File: src/rtl/xintf_dpbram_port_arbiter_if.sv
// Bus bundle between the two DPBRAM requesters, the port arbiter and the RAM port.
// The master modport is the requester/RAM side and the slave modport is the arbiter.
interface xintf_dpbram_port_arbiter_if #(
    parameter int AW = 9,
    parameter int DW = 16
);
    logic          en;
    logic          a_req;
    logic          a_we;
    logic [AW-1:0] a_addr;
    logic [DW-1:0] a_din;
    logic          a_gnt;
    logic          a_rvalid;
    logic [DW-1:0] a_rdata;
    logic          b_req;
    logic          b_we;
    logic [AW-1:0] b_addr;
    logic [DW-1:0] b_din;
    logic          b_gnt;
    logic          b_rvalid;
    logic [DW-1:0] b_rdata;
    logic [AW-1:0] ram_addr;
    logic          ram_ce;
    logic          ram_we;
    logic [DW-1:0] ram_din;
    logic [DW-1:0] ram_dout;

    modport master (
        output en,
        output a_req, a_we, a_addr, a_din,
        input  a_gnt, a_rvalid, a_rdata,
        output b_req, b_we, b_addr, b_din,
        input  b_gnt, b_rvalid, b_rdata,
        input  ram_addr, ram_ce, ram_we, ram_din,
        output ram_dout
    );

    modport slave (
        input  en,
        input  a_req, a_we, a_addr, a_din,
        output a_gnt, a_rvalid, a_rdata,
        input  b_req, b_we, b_addr, b_din,
        output b_gnt, b_rvalid, b_rdata,
        output ram_addr, ram_ce, ram_we, ram_din,
        input  ram_dout
    );
endinterface

File: src/rtl/xintf_dpbram_port_arbiter.sv
// Two-requester arbiter for one DPBRAM port: A (DSP XINTF) has priority, B (PL loader)
// is protected from starvation by a saturating wait counter. Read data returns in issue order.
module xintf_dpbram_port_arbiter #(
    parameter int AW         = 9,
    parameter int DW         = 16,
    parameter int RD_LAT     = 1,
    parameter int STARVE_MAX = 4
) (
    input  logic                          i_clk,
    input  logic                          i_rst,
    xintf_dpbram_port_arbiter_if.slave    bus
);
    localparam logic [7:0] WAIT_MAX = 8'(STARVE_MAX);

    logic          a_gnt;
    logic          b_gnt;
    logic          any_gnt;
    logic          win_we;
    logic [AW-1:0] win_addr;
    logic [DW-1:0] win_din;
    logic          b_starved;

    logic [7:0]    wait_cnt_reg;
    logic [7:0]    wait_cnt_next;

    logic [AW-1:0] ram_addr_reg;
    logic          ram_ce_reg;
    logic          ram_we_reg;
    logic [DW-1:0] ram_din_reg;

    // Owner tag per in-flight read: valid bit plus "belongs to B" bit.
    logic [RD_LAT-1:0] tag_vld_reg;
    logic [RD_LAT-1:0] tag_b_reg;

    logic          a_rvalid_reg;
    logic [DW-1:0] a_rdata_reg;
    logic          b_rvalid_reg;
    logic [DW-1:0] b_rdata_reg;

    assign b_starved = bus.b_req && (wait_cnt_reg == WAIT_MAX);

    always_comb begin
        a_gnt = 1'b0;
        b_gnt = 1'b0;
        if (!i_rst && bus.en) begin
            if (bus.a_req && !b_starved) begin
                a_gnt = 1'b1;
            end else if (bus.b_req) begin
                b_gnt = 1'b1;
            end
        end
    end

    assign any_gnt  = a_gnt | b_gnt;
    assign win_we   = a_gnt ? bus.a_we   : bus.b_we;
    assign win_addr = a_gnt ? bus.a_addr : bus.b_addr;
    assign win_din  = a_gnt ? bus.a_din  : bus.b_din;

    // B pending but not granted while enabled means A took the slot.
    always_comb begin
        wait_cnt_next = wait_cnt_reg;
        if (bus.en) begin
            if (!bus.b_req || b_gnt) begin
                wait_cnt_next = 8'd0;
            end else if (wait_cnt_reg < WAIT_MAX) begin
                wait_cnt_next = wait_cnt_reg + 8'd1;
            end
        end
    end

    always_ff @(posedge i_clk) begin
        if (i_rst) begin
            wait_cnt_reg   <= 8'd0;
            ram_ce_reg     <= 1'b0;
            ram_we_reg     <= 1'b0;
            ram_addr_reg   <= '0;
            ram_din_reg    <= '0;
            tag_vld_reg[0] <= 1'b0;
            tag_b_reg[0]   <= 1'b0;
        end else begin
            wait_cnt_reg   <= wait_cnt_next;
            ram_ce_reg     <= any_gnt;
            ram_we_reg     <= any_gnt & win_we;
            tag_vld_reg[0] <= any_gnt & ~win_we;
            tag_b_reg[0]   <= b_gnt;
            if (any_gnt) begin
                ram_addr_reg <= win_addr;
                ram_din_reg  <= win_din;
            end
        end
    end

    for (genvar gi = 1; gi < RD_LAT; gi++) begin : g_tag_stage
        always_ff @(posedge i_clk) begin
            if (i_rst) begin
                tag_vld_reg[gi] <= 1'b0;
                tag_b_reg[gi]   <= 1'b0;
            end else begin
                tag_vld_reg[gi] <= tag_vld_reg[gi-1];
                tag_b_reg[gi]   <= tag_b_reg[gi-1];
            end
        end
    end

    // i_ram_dout is captured RD_LAT-1 cycles after the ce cycle, so rvalid lands
    // RD_LAT+1 cycles after the grant.
    always_ff @(posedge i_clk) begin
        if (i_rst) begin
            a_rvalid_reg <= 1'b0;
            b_rvalid_reg <= 1'b0;
            a_rdata_reg  <= '0;
            b_rdata_reg  <= '0;
        end else begin
            a_rvalid_reg <= tag_vld_reg[RD_LAT-1] & ~tag_b_reg[RD_LAT-1];
            b_rvalid_reg <= tag_vld_reg[RD_LAT-1] &  tag_b_reg[RD_LAT-1];
            if (tag_vld_reg[RD_LAT-1] && !tag_b_reg[RD_LAT-1]) begin
                a_rdata_reg <= bus.ram_dout;
            end
            if (tag_vld_reg[RD_LAT-1] && tag_b_reg[RD_LAT-1]) begin
                b_rdata_reg <= bus.ram_dout;
            end
        end
    end

    assign bus.a_gnt    = a_gnt;
    assign bus.b_gnt    = b_gnt;
    assign bus.ram_addr = ram_addr_reg;
    assign bus.ram_ce   = ram_ce_reg;
    assign bus.ram_we   = ram_we_reg;
    assign bus.ram_din  = ram_din_reg;
    assign bus.a_rvalid = a_rvalid_reg;
    assign bus.a_rdata  = a_rdata_reg;
    assign bus.b_rvalid = b_rvalid_reg;
    assign bus.b_rdata  = b_rdata_reg;
endmodule

File: src/flat_wrapper.sv
// flat-port wrapper written by rule: the top's interface ports become plain ports
module xintf_dpbram_port_arbiter_flat 
#(
    parameter int AW         = 9,
    parameter int DW         = 16,
    parameter int RD_LAT     = 1,
    parameter int STARVE_MAX = 4
)
  (i_clk, i_rst, bus_en, bus_a_req, bus_a_we, bus_a_addr, bus_a_din, bus_a_gnt, bus_a_rvalid, bus_a_rdata, bus_b_req, bus_b_we, bus_b_addr, bus_b_din, bus_b_gnt, bus_b_rvalid, bus_b_rdata, bus_ram_addr, bus_ram_ce, bus_ram_we, bus_ram_din, bus_ram_dout);
  xintf_dpbram_port_arbiter_if #(.AW(AW), .DW(DW)) bus_i ();
  input  logic i_clk;
  input  logic i_rst;
  input wire logic [$bits(bus_i.en)-1:0] bus_en;
  input wire logic [$bits(bus_i.a_req)-1:0] bus_a_req;
  input wire logic [$bits(bus_i.a_we)-1:0] bus_a_we;
  input wire logic [$bits(bus_i.a_addr)-1:0] bus_a_addr;
  input wire logic [$bits(bus_i.a_din)-1:0] bus_a_din;
  output wire logic [$bits(bus_i.a_gnt)-1:0] bus_a_gnt;
  output wire logic [$bits(bus_i.a_rvalid)-1:0] bus_a_rvalid;
  output wire logic [$bits(bus_i.a_rdata)-1:0] bus_a_rdata;
  input wire logic [$bits(bus_i.b_req)-1:0] bus_b_req;
  input wire logic [$bits(bus_i.b_we)-1:0] bus_b_we;
  input wire logic [$bits(bus_i.b_addr)-1:0] bus_b_addr;
  input wire logic [$bits(bus_i.b_din)-1:0] bus_b_din;
  output wire logic [$bits(bus_i.b_gnt)-1:0] bus_b_gnt;
  output wire logic [$bits(bus_i.b_rvalid)-1:0] bus_b_rvalid;
  output wire logic [$bits(bus_i.b_rdata)-1:0] bus_b_rdata;
  output wire logic [$bits(bus_i.ram_addr)-1:0] bus_ram_addr;
  output wire logic [$bits(bus_i.ram_ce)-1:0] bus_ram_ce;
  output wire logic [$bits(bus_i.ram_we)-1:0] bus_ram_we;
  output wire logic [$bits(bus_i.ram_din)-1:0] bus_ram_din;
  input wire logic [$bits(bus_i.ram_dout)-1:0] bus_ram_dout;
  assign bus_i.en = bus_en;
  assign bus_i.a_req = bus_a_req;
  assign bus_i.a_we = bus_a_we;
  assign bus_i.a_addr = bus_a_addr;
  assign bus_i.a_din = bus_a_din;
  assign bus_a_gnt = bus_i.a_gnt;
  assign bus_a_rvalid = bus_i.a_rvalid;
  assign bus_a_rdata = bus_i.a_rdata;
  assign bus_i.b_req = bus_b_req;
  assign bus_i.b_we = bus_b_we;
  assign bus_i.b_addr = bus_b_addr;
  assign bus_i.b_din = bus_b_din;
  assign bus_b_gnt = bus_i.b_gnt;
  assign bus_b_rvalid = bus_i.b_rvalid;
  assign bus_b_rdata = bus_i.b_rdata;
  assign bus_ram_addr = bus_i.ram_addr;
  assign bus_ram_ce = bus_i.ram_ce;
  assign bus_ram_we = bus_i.ram_we;
  assign bus_ram_din = bus_i.ram_din;
  assign bus_i.ram_dout = bus_ram_dout;
  xintf_dpbram_port_arbiter #(.AW(AW), .DW(DW), .RD_LAT(RD_LAT), .STARVE_MAX(STARVE_MAX)) u_core (.i_clk(i_clk), .i_rst(i_rst), .bus(bus_i));
endmodule
File: config.mk
export PLATFORM = sky130hd
export DESIGN_NAME = xintf_dpbram_port_arbiter_flat
export DESIGN_NICKNAME = d
export VERILOG_FILES = /design/src/rtl/xintf_dpbram_port_arbiter_if.sv /design/src/rtl/xintf_dpbram_port_arbiter.sv /design/src/flat_wrapper.sv
export SDC_FILE = /design/constraint.sdc
export NUM_CORES = 1
export LEC_CHECK = 0
export CAP_MARGIN = 20
export CORE_MARGIN = 1.5
export CORE_UTILIZATION = 67
export DETAILED_ROUTE_END_ITERATION = 10
export DONT_BUFFER_PORTS = 1
export PLACE_DENSITY_LB_ADDON = 0.3
export SKIP_LAST_GASP = 1
export SYNTH_ARGS = -nofsm -noshare
export SYNTH_HDL_FRONTEND = slang
export SYNTH_SLANG_ARGS = --single-unit
File: constraint.sdc
create_clock -name i_clk -period 6.35 [get_ports i_clk]
set_input_delay 1.905 -clock i_clk [delete_from_list [all_inputs] [get_ports i_clk]]
set_output_delay 1.905 -clock i_clk [all_outputs]
set_load 0.01 [all_outputs]
; Word-level counts from Yosys, hierarchy flattened
; Cells that the tools add are included.
[word_totals]
reg_bits = 71
out_inout_bits = 63
word_cells = 43
in_bits = 73
[op_classes]
bitwise_logic = 7
n_addsub = 1
n_reduce_logical = 12
n_eq_ne = 1
order_cmp = 1
n_mux = 10
[ops]
columns = op, count
row1 = 2-to-1 mux 16 bit, 1
row2 = 2-to-1 mux 8 bit, 2
row3 = 2-to-1 mux 9 bit, 1
row4 = adder 8 x 1 -> 8 bit (second input constant), 1
row5 = equality test 8 x 3 -> 1 bit (second input constant), 1
row6 = less-than comparator 8 x 3 -> 1 bit (second input constant), 1
row7 = 2-to-1 mux 1 bit, 6
row8 = logical AND 1 bit, 5
row9 = AND 1 bit, 4
row10 = logical NOT 1 bit, 4
row11 = NOT 1 bit, 2
row12 = AND reduction 2 bit, 1
row13 = nonzero test 2 bit, 1
row14 = logical OR 1 bit, 1
row15 = OR 1 bit, 1

; Logic depth before layout (Yosys ltp)
; Gate-level depths: netlist of run 1.
[logic_depth]
depth_word = 9
depth_mapped = 8
ltp_nobuf = 7

; Least setup slack after synthesis of run 1
; No wires, ideal clock.
[synth_path]
kind = input -> output
startpoint = input port bus_en
endpoint = output port bus_a_gnt
path_slack_ns = 1.683
required_time_ns = 4.445
arrival_ns = 2.762
path_buffers = 2
path_stages = 6
cell_sequence = buf_2 -> nand2_1 -> nor2_2 -> nand2_4 -> inv_4 -> buf_6
[synth_between]
elab_chain_len = 2
[synth_lines]
columns = item, line_no
row1 = "start, declared", flat_wrapper.sv:13  ; input wire logic [$bits(bus_i.en)-1:0] bus_en;
row2 = logical AND 1 bit, xintf_dpbram_port_arbiter.sv:45  ; if (!i_rst && bus.en) begin
row3 = 2-to-1 mux 1 bit, xintf_dpbram_port_arbiter.sv:45
row4 = "end, declared", flat_wrapper.sv:18  ; output wire logic [$bits(bus_i.a_gnt)-1:0] bus_a_gnt;
; Every way passes these cells.

; Worst setup path in the final report of run 1
; Same ends and word-level chain as after synthesis.

==> out/qor.txt, run 1 <==
first-pass GRT wire length: 10300 um
most common cell after layout, fill and taps aside: dfxtp_1
CP Launch Point: bus_en
post-cts resize count: 0
Die H: 69.9 um
largest net degree at the start of global routing: 69
leakage power: 0.00126 uW
area of the core: 0.00432 sq mm
WS Path Type: in -> out
worst hold path endpoint: u_core.bus.a_rdata[4]
mean cell area of the mapped netlist: 9.35 sq um
crit-path cells: nand2_1 > nor2_2 > buf_4 > nand2_4 > inv_4
most frequent cells in the layout: dfxtp_1, nand2_1, a21oi_1, nand3_1, mux2i_1
minimum clock period: 4640 ps
drt wl/cell: 17.4 um
Final Hold Fails: 0
EDFF count, synth: 0
# rows: 24
Worst-Margin Slew: 652 ps
1st-iter DRT viols: 125
hold buffer count at cts: 0
RSZ-0062 raised after global routing: no
FMAX: 215 MHz
Sinks on Clock Net: 71
worst min path class: reg -> reg
io pins: 136
NumNets Final: 386
# diodes: 0
Remaining Overflow, GRT: 0
Synth cell types: 41
Initial Util: 69.4%
root buffer cell: clkbuf_8
relative slew slack: 56.5%
# Post-CTS Setup Buffers: 0
TritonCTS Buffers: 9
Mapped Cells: 321
overall routing resource usage: 26.6%
syn_nets: 396
DRC violations left: 0
worst reg2reg startpoint: u_core.wait_cnt_reg[0]
clk buf depth: 2
share of post-route cells with drive strength above 1: 14.9%
Skew-Pair Late Insertion Delay: 340 ps
GPL Wtd Cong: 0.838
max-slew violations: 0
worst hold path stage count: 2
initial antenna violation count: 0
Post-Syn Area: 0.00300 sq mm
sequential fraction of the synthesis area: 47.4%
share of the cycle needed by the critical path after routing: 73.1%
Setup TNS: 0 ps
clock transition at the registers of the reported paths: 70 ps
YS warnings: 0
Die Width: 69.9 um
Critical-path top delay cell: inv_4
data required time of the worst path: 4450 ps
utilization after layout: 73.8%
Max Clock Skew: 9.37 ps
#FFs+latches synth: 71
reg2reg setup slack: 4400 ps
vias in the first global route: 2169
Detailed Place HPWL: 4300 um
Die Area: 0.00489 sq mm
HP Start: u_core.bus.a_rdata[4]
status: finished clean
via count: 2276
router iterations before antenna repair: 4
peak supply drop: 0.164 mV
Port Buf Inserts: 0
Final ANT Viol Nets: 0
FF-to-FF End: u_core.bus.ram_addr[4]
total number of H-tree levels: 3
final wirelength: 6400 um
routed vias/inst: 6.18
arrival time at the worst endpoint: 2740 ps
endpoints failing setup: 0
CP Launch Type: input pin
worst reg2reg path depth: 7
Layout Area Growth over Synthesis: 6.38%
FFs w/ async S/R, synth: 0%
crit-path max FO: 28
Max-Cap Viols: 0
crit-path max cell delay: 310 ps
Synth Flop Type: dfxtp_1
CTS tree: built
crit end category: output port
Pwr per Cell Area: 287 mW/mm^2
where the power goes:
group          internal (uW)  leakage [uW]  switching, uW
clock                    220      0.000102            164
sequential               463      0.000578           19.5
combinational           22.4      0.000576           27.4
area by class of cell:
type / count / area, sq um
well taps: 52 / 65.1
flip-flops and latches: 71 / 1420
fillers: 312 / 1130
repair buffers: 3 / 22.5
clock inverters: 6 / 85.1
clock buffers: 10 / 128
multi-input cells: 222 / 1450
inverters: 4 / 17.5
metal layers:
metal | vias up | track usage (%) | part of all wire, %
met1 | 1040 | 31.6 | 39
met5 | - | 0 | 0
li1 | 1105 | - | -
met4 | 0 | 14.5 | 2.6
met2 | 115 | 41.2 | 48
met3 | 16 | 10.8 | 11
worst max-delay path, delay by kind of cell:
family / cells / cell delay [ps]
buf+inv: 2 / 600
simple gates: 3 / 210
cell families after synthesis:
logic type               count (synthesis)  share of synthesized area, %
multiplexers                            25                          8.34
flip-flops                              71                          47.4
AO/OA/AOI/OAI                           72                          19.2
adder cells (fa/ha/maj)                  2                         0.834
AND/OR/NAND/NOR                        123                          20.0
buffers and inverters                   28                          4.21
stage by stage:
| stage | hold slack, ps | setup slack, ps | std cells | area [sq um] | total power (uW) |
|---|---|---|---|---|---|
| after global placement | 482 | 1710 | 351 | 2970 | 540 |
| after floorplan | 475 | 1680 | 321 | 3000 | 540 |
| after detailed placement | 488 | 1700 | 351 | 2970 | 542 |
| final | 497 | 1710 | 368 | 3190 | 916 |
| after global routing | 512 | 1610 | 368 | 3190 | 945 |
| after CTS | 497 | 1690 | 367 | 3180 | 921 |
synthesized netlist by cell type, types with 3 or more instances:
library cell  instances  area, sq um
a21oi_1              34          170
buf_1                 3         11.3
inv_1                 3         11.3
dfxtp_1              71         1420
mux2i_1              25          250
o31ai_1               8         60.1
o31ai_2              19          238
nand2b_1              3         18.8
nand2_1              69          259
and2_1                7         43.8
buf_2                 3         15.0
clkbuf_1             16         60.1
nor2_1                3         11.3
nand3_1              26          130
worst max path at each step:
stage | slack, ps | depth (start not counted) | endpoint
6_report | 1710 | 5 | bus_a_gnt
3_3_place_gp | 1710 | 5 | bus_a_gnt
4_1_cts | 1690 | 5 | bus_a_gnt
5_1_grt | 1610 | 5 | bus_a_gnt
3_5_place_dp | 1700 | 5 | bus_a_gnt
2_1_floorplan | 1680 | 6 | bus_a_gnt
No activity file was read; power rests on OpenSTA's default activity.
==> run 2: changes to the inputs <==
CORE_UTILIZATION = 56   (was 67)
clock period = 3.8 ns   (was 6.35 ns; I/O delays follow)
==> out/qor.txt, run 2 (synthesis gave the netlist of run 1 again) <==
most common cell after layout, fill and taps aside: dfxtp_1
worst reg2reg path depth: 6 (-1)
Net Sw Frac: 24.6% (+1.6 points)
area of the core: 0.00514 sq mm (+19%)
Initial Util: 58.4% (-11 points)
FF-to-FF End: u_core.wait_cnt_reg[0]
Max-Cap Viols: 0 (unchanged)
via count: 2271 (-0.22%)
WS Path Type: reg -> out
Setup TNS: 0 ps (unchanged)
# Post-CTS Setup Buffers: 0 (unchanged)
Remaining Overflow, GRT: 0 (unchanged)
worst reg2reg startpoint: u_core.wait_cnt_reg[0]
CTS tree: built
Fin Hold WS: 498 ps (+0.927 ps)
vias in the first global route: 2167 (-0.092%)
Skew-Pair Late Insertion Delay: 330 ps (about the same)
Total Power: 1430 uW (+57%)
drt wl/cell: 17.1 um (-1.7%)
routed vias/inst: 5.87 (-5.1%)
Worst-Margin Slew: 711 ps (+58.8 ps)
Die Width: 76.2 um (+9.0%)
Max Clock Skew: 7.45 ps (-1.92 ps)
P_sw: 353 uW (+67%)
final wirelength: 6620 um (+3.4%)
max-slew violations: 0 (unchanged)
Die H: 76.2 um (+9.0%)
most frequent cells in the layout: dfxtp_1, nand2_1, a21oi_1, nand3_1, mux2i_1
router iterations before antenna repair: 4 (unchanged)
relative slew slack: 52.6% (-3.9 points)
data required time of the worst path: 2660 ps (-1790 ps)
FMAX: 334 MHz
placed instance area: 0.00300 sq mm (+1.0%)
initial antenna violation count: 0 (unchanged)
internal power: 1080 uW (+53%)
utilization after layout: 62.1% (-12 points)
Port Buf Inserts: 0 (unchanged)
post-route cell area: 0.00319 sq mm (about the same)
endpoints failing setup: 0 (unchanged)
worst hold path stage count: 2 (unchanged)
leakage power: 0.00125 uW (-0.86%)
reg2reg setup slack: 2070 ps (-2330 ps)
worst hold path endpoint: u_core.bus.b_rdata[12]
GPL Wtd Cong: 0.768 (-8.4%)
# rows: 26 (+8.3%)
Logic pwr share: 5.8% (+0.4 points)
Die Area: 0.00581 sq mm (+19%)
Layout Area Growth over Synthesis: 6.42% (about the same)
Clock power frac: 38.0% (-3.9 points)
Final ANT Viol Nets: 0 (unchanged)
root buffer cell: clkbuf_8
first-pass GRT wire length: 10700 um (+3.8%)
share of the cycle needed by the critical path after routing: 78.8%
NumNets Final: 387 (+0.26%)
DRC violations left: 0 (unchanged)
share of post-route cells with drive strength above 1: 15.5% (+0.58 points)
crit end category: output port
share of power burned in registers: 56.2% (+3.5 points)
peak supply drop: 0.256 mV (+57%)
io pins: 136 (unchanged)
1st-iter DRT viols: 95 (-24%)
clk buf depth: 2 (unchanged)
hold buffer count at cts: 0 (unchanged)
TritonCTS Buffers: 9 (unchanged)
# diodes: 0 (unchanged)
worst min path class: reg -> reg
largest net degree at the start of global routing: 69 (unchanged)
Final Hold Fails: 0 (unchanged)
arrival time at the worst endpoint: 1850 ps (-890 ps)
Pwr per Cell Area: 449 mW/mm^2 (+56%)
Sinks on Clock Net: 71 (unchanged)
CP Launch Type: flop
crit-path max FO: 4 (-86%)
minimum clock period: 2990 ps
RSZ-0062 raised after global routing: no
total number of H-tree levels: 3 (unchanged)
overall routing resource usage: 23.1% (-3.6 points)
Detailed Place HPWL: 4470 um (+3.8%)
HP Start: u_core.bus.b_rdata[12]
clock transition at the registers of the reported paths: 70 ps (about the same)
post-cts resize count: 0 (unchanged)
status: finished clean
-- run 2: metal layers --
layer	share of wire (%)	routed length [um]	vias to the layer above	track usage, %
met5	0	0	-	0
met4	1.3	85	0	8.70
met3	8.9	586	9	7.66
met2	48	3150	94	37.5
met1	42	2790	1066	28.5
li1	-	-	1102	-
-- run 2: power groups by stage --
| stage | logic, uW | clock network [uW] | registers (uW) |
|---|---|---|---|
| finish | 83.4 | 544 | 806 |
| floorplan | 85.4 | 0 | 817 |
| global route | 93.6 | 595 | 809 |
| detailed placement | 83.9 | 0 | 823 |
| CTS | 83.5 | 556 | 806 |
| global placement | 81.0 | 0 | 823 |
-- run 2: worst max-delay path by stage --
stage / from / end / slack, ps
floorplan: bus_en / bus_a_gnt / 660
global route: u_core.wait_cnt_reg[0] / bus_b_gnt / 710
detailed placement: bus_en / bus_a_gnt / 920
CTS: u_core.wait_cnt_reg[0] / bus_b_gnt / 770
global placement: bus_en / bus_a_gnt / 940
finish: u_core.wait_cnt_reg[0] / bus_b_gnt / 810
-- run 2: critical path: stages, from the launching register on --
cell and delay (ps):
dfxtp_1 340, inv_1 80, ha_1 210, nor4bb_1 440, nand2_1 120, a21oi_1 330
-- run 2: through the flow --
step / worst slack, ps / instances
CTS: 770 / 386
finish: 806 / 387
global route: 710 / 387
global placement: 935 / 370
detailed placement: 920 / 370
floorplan: 663 / 321
-- run 2: layout make-up --
type	instances	area (sq um)
clock inverters	5	32.5
flip-flops and latches	71	1420
multi-input cells	222	1450
clock buffers	11	151
well taps	70	87.6
fillers	469	1950
repair buffers	4	30.0
inverters	4	17.5
==> run 3: changes to the inputs <==
clock period = 2.5 ns   (was 3.8 ns; I/O delays follow)
==> out/qor.txt, run 3 (synthesis gave the netlist of run 1 again) <==
most frequent cells in the layout: dfxtp_1, nand2_1, a21oi_1, nand3_1, mux2i_1
Clock power frac: 43.5% (+5.5 points)
TritonCTS Buffers: 9 (unchanged)
utilization after layout: 63.9% (+1.8 points)
arrival time at the worst endpoint: 1660 ps (-190 ps)
Final Hold Fails: 0 (unchanged)
area of the core: 0.00514 sq mm (unchanged)
CP Launch Type: flop
FMAX: 415 MHz
Skew-Pair Late Insertion Delay: 340 ps (about the same)
Die H: 76.2 um (unchanged)
Remaining Overflow, GRT: 0 (unchanged)
minimum clock period: 2410 ps
worst min path class: in -> reg
drt wl/cell: 17.5 um (+2.6%)
Layout Area Growth over Synthesis: 9.55%
final wirelength: 6840 um (+3.4%)
CP Launch Point: u_core.wait_cnt_reg[0]
relative slew slack: 52.6% (about the same)
Die Area: 0.00581 sq mm (unchanged)
peak supply drop: 0.362 mV (+41%)
root buffer cell: clkbuf_8
internal power: 1850 uW (+71%)
Sinks on Clock Net: 71 (unchanged)
Final ANT Viol Nets: 0 (unchanged)
1st-iter DRT viols: 128 (+35%)
max-slew violations: 0 (unchanged)
via count: 2276 (+0.22%)
status: finished clean
most common cell after layout, fill and taps aside: dfxtp_1
# rows: 26 (unchanged)
io pins: 136 (unchanged)
NumNets Final: 390 (+0.78%)
clk buf depth: 2 (unchanged)
routed vias/inst: 5.84 (-0.55%)
first-pass GRT wire length: 10900 um (+1.8%)
crit-path max FO: 4 (unchanged)
worst reg2reg startpoint: u_core.wait_cnt_reg[0]
P_sw: 547 uW (+55%)
share of power burned in registers: 51.1% (-5.1 points)
hold buffer count at cts: 0 (unchanged)
Fin Hold WS: 482 ps (-15.6 ps)
largest net degree at the start of global routing: 69 (unchanged)
crit-path max cell delay: 340 ps (-100 ps)
total number of H-tree levels: 3 (unchanged)
GPL Wtd Cong: 0.747 (-2.7%)
endpoints failing setup: 0 (unchanged)
router iterations before antenna repair: 4 (unchanged)
final worst slack: 92.3 ps (-714 ps)
share of post-route cells with drive strength above 1: 17.5% (+2.0 points)
Detailed Place HPWL: 4520 um (+1.2%)
Logic pwr share: 5.4% (-0.4 points)
Pwr per Cell Area: 729 mW/mm^2 (+62%)
WS Path Type: reg -> out
crit end category: output port
vias in the first global route: 2169 (+0.092%)
Initial Util: 58.4% (unchanged)
crit-path cells: inv_1 > ha_2 > nor4bb_4 > nand2_2 > a21oi_2 > buf_4
CTS tree: built
Max Clock Skew: 10.2 ps (+2.78 ps)
# diodes: 0 (unchanged)
DRC violations left: 0 (unchanged)
share of the cycle needed by the critical path after routing: 96.3%
Net Sw Frac: 22.8% (-1.8 points)
Max-Cap Viols: 0 (unchanged)
Die Width: 76.2 um (unchanged)
leakage power: 0.00129 uW (+3.3%)
data required time of the worst path: 1750 ps (-910 ps)
HP Start: i_rst
Critical-path top delay cell: dfxtp_1
Setup WS pre-CTS: 253 ps (-667 ps)
initial antenna violation count: 0 (unchanged)
Port Buf Inserts: 0 (unchanged)
Worst-Margin Slew: 711 ps (+0.440 ps)
overall routing resource usage: 23.5% (+0.48 points)
clock transition at the registers of the reported paths: 80 ps (about the same)
## run 3: worst paths after layout
check | cells past startpoint | slack [ps] | end
hold reg to reg | 2 | 490 | u_core.bus.b_rdata[12]
setup reg to reg | 8 | 750 | u_core.bus.ram_addr[3]
hold / removal | 1 | 480 | u_core.bus.b_rdata[9]
setup / recovery | 6 | 90 | bus_b_gnt
## run 3: what timing repair did
action / in CTS / in global routing
pin swaps: 0 / 1
setup buffers: 0 / 1
gates resized for setup: 3 / 2
endpoints found under the setup margin: 1 / 1
## run 3: cell type report
cell class | count | area (sq um)
well taps | 70 | 87.6
repair buffers | 7 | 52.6
inverters | 4 | 17.5
clock inverters | 5 | 80.1
flip-flops and latches | 71 | 1420
clock buffers | 11 | 151
fillers | 457 | 1850
multi-input cells | 222 | 1480
## run 3: worst max-delay path: cells and delay by family, from the launching register on
family | cells | cell delay (ps)
buffers and inverters | 2 | 210
adder cells (fa/ha/maj) | 1 | 210
AND/OR/NAND/NOR | 2 | 400
flip-flops | 1 | 340
AO/OA/AOI/OAI | 1 | 170
## run 3: metal layers
layer  up-vias  track usage, %  part of all wire [%]
met4         0            8.70                   1.4
li1       1113               -                     -
met5         -               0                     0
met3        11            8.62                   9.2
met1      1049            28.3                    41
met2       103            38.6                    48
## run 3: stage by stage
step | area, sq um | total power [uW] | setup TNS [ps] | cells
finish | 3290 | 2400 | 0 | 390
global route | 3290 | 2480 | -4.96 | 390
CTS | 3270 | 2410 | 0 | 389
detailed placement | 3020 | 1380 | 0 | 373
global placement | 3020 | 1380 | 0 | 373
floorplan | 3000 | 1370 | 0 | 321
## run 3: power groups by stage
| stage | combinational, uW | sequential [uW] | clock (uW) |
|---|---|---|---|
| global route | 145 | 1230 | 1100 |
| floorplan | 130 | 1240 | 0 |
| finish | 130 | 1220 | 1040 |
| global placement | 126 | 1250 | 0 |
| CTS | 131 | 1220 | 1050 |
| detailed placement | 130 | 1250 | 0 |
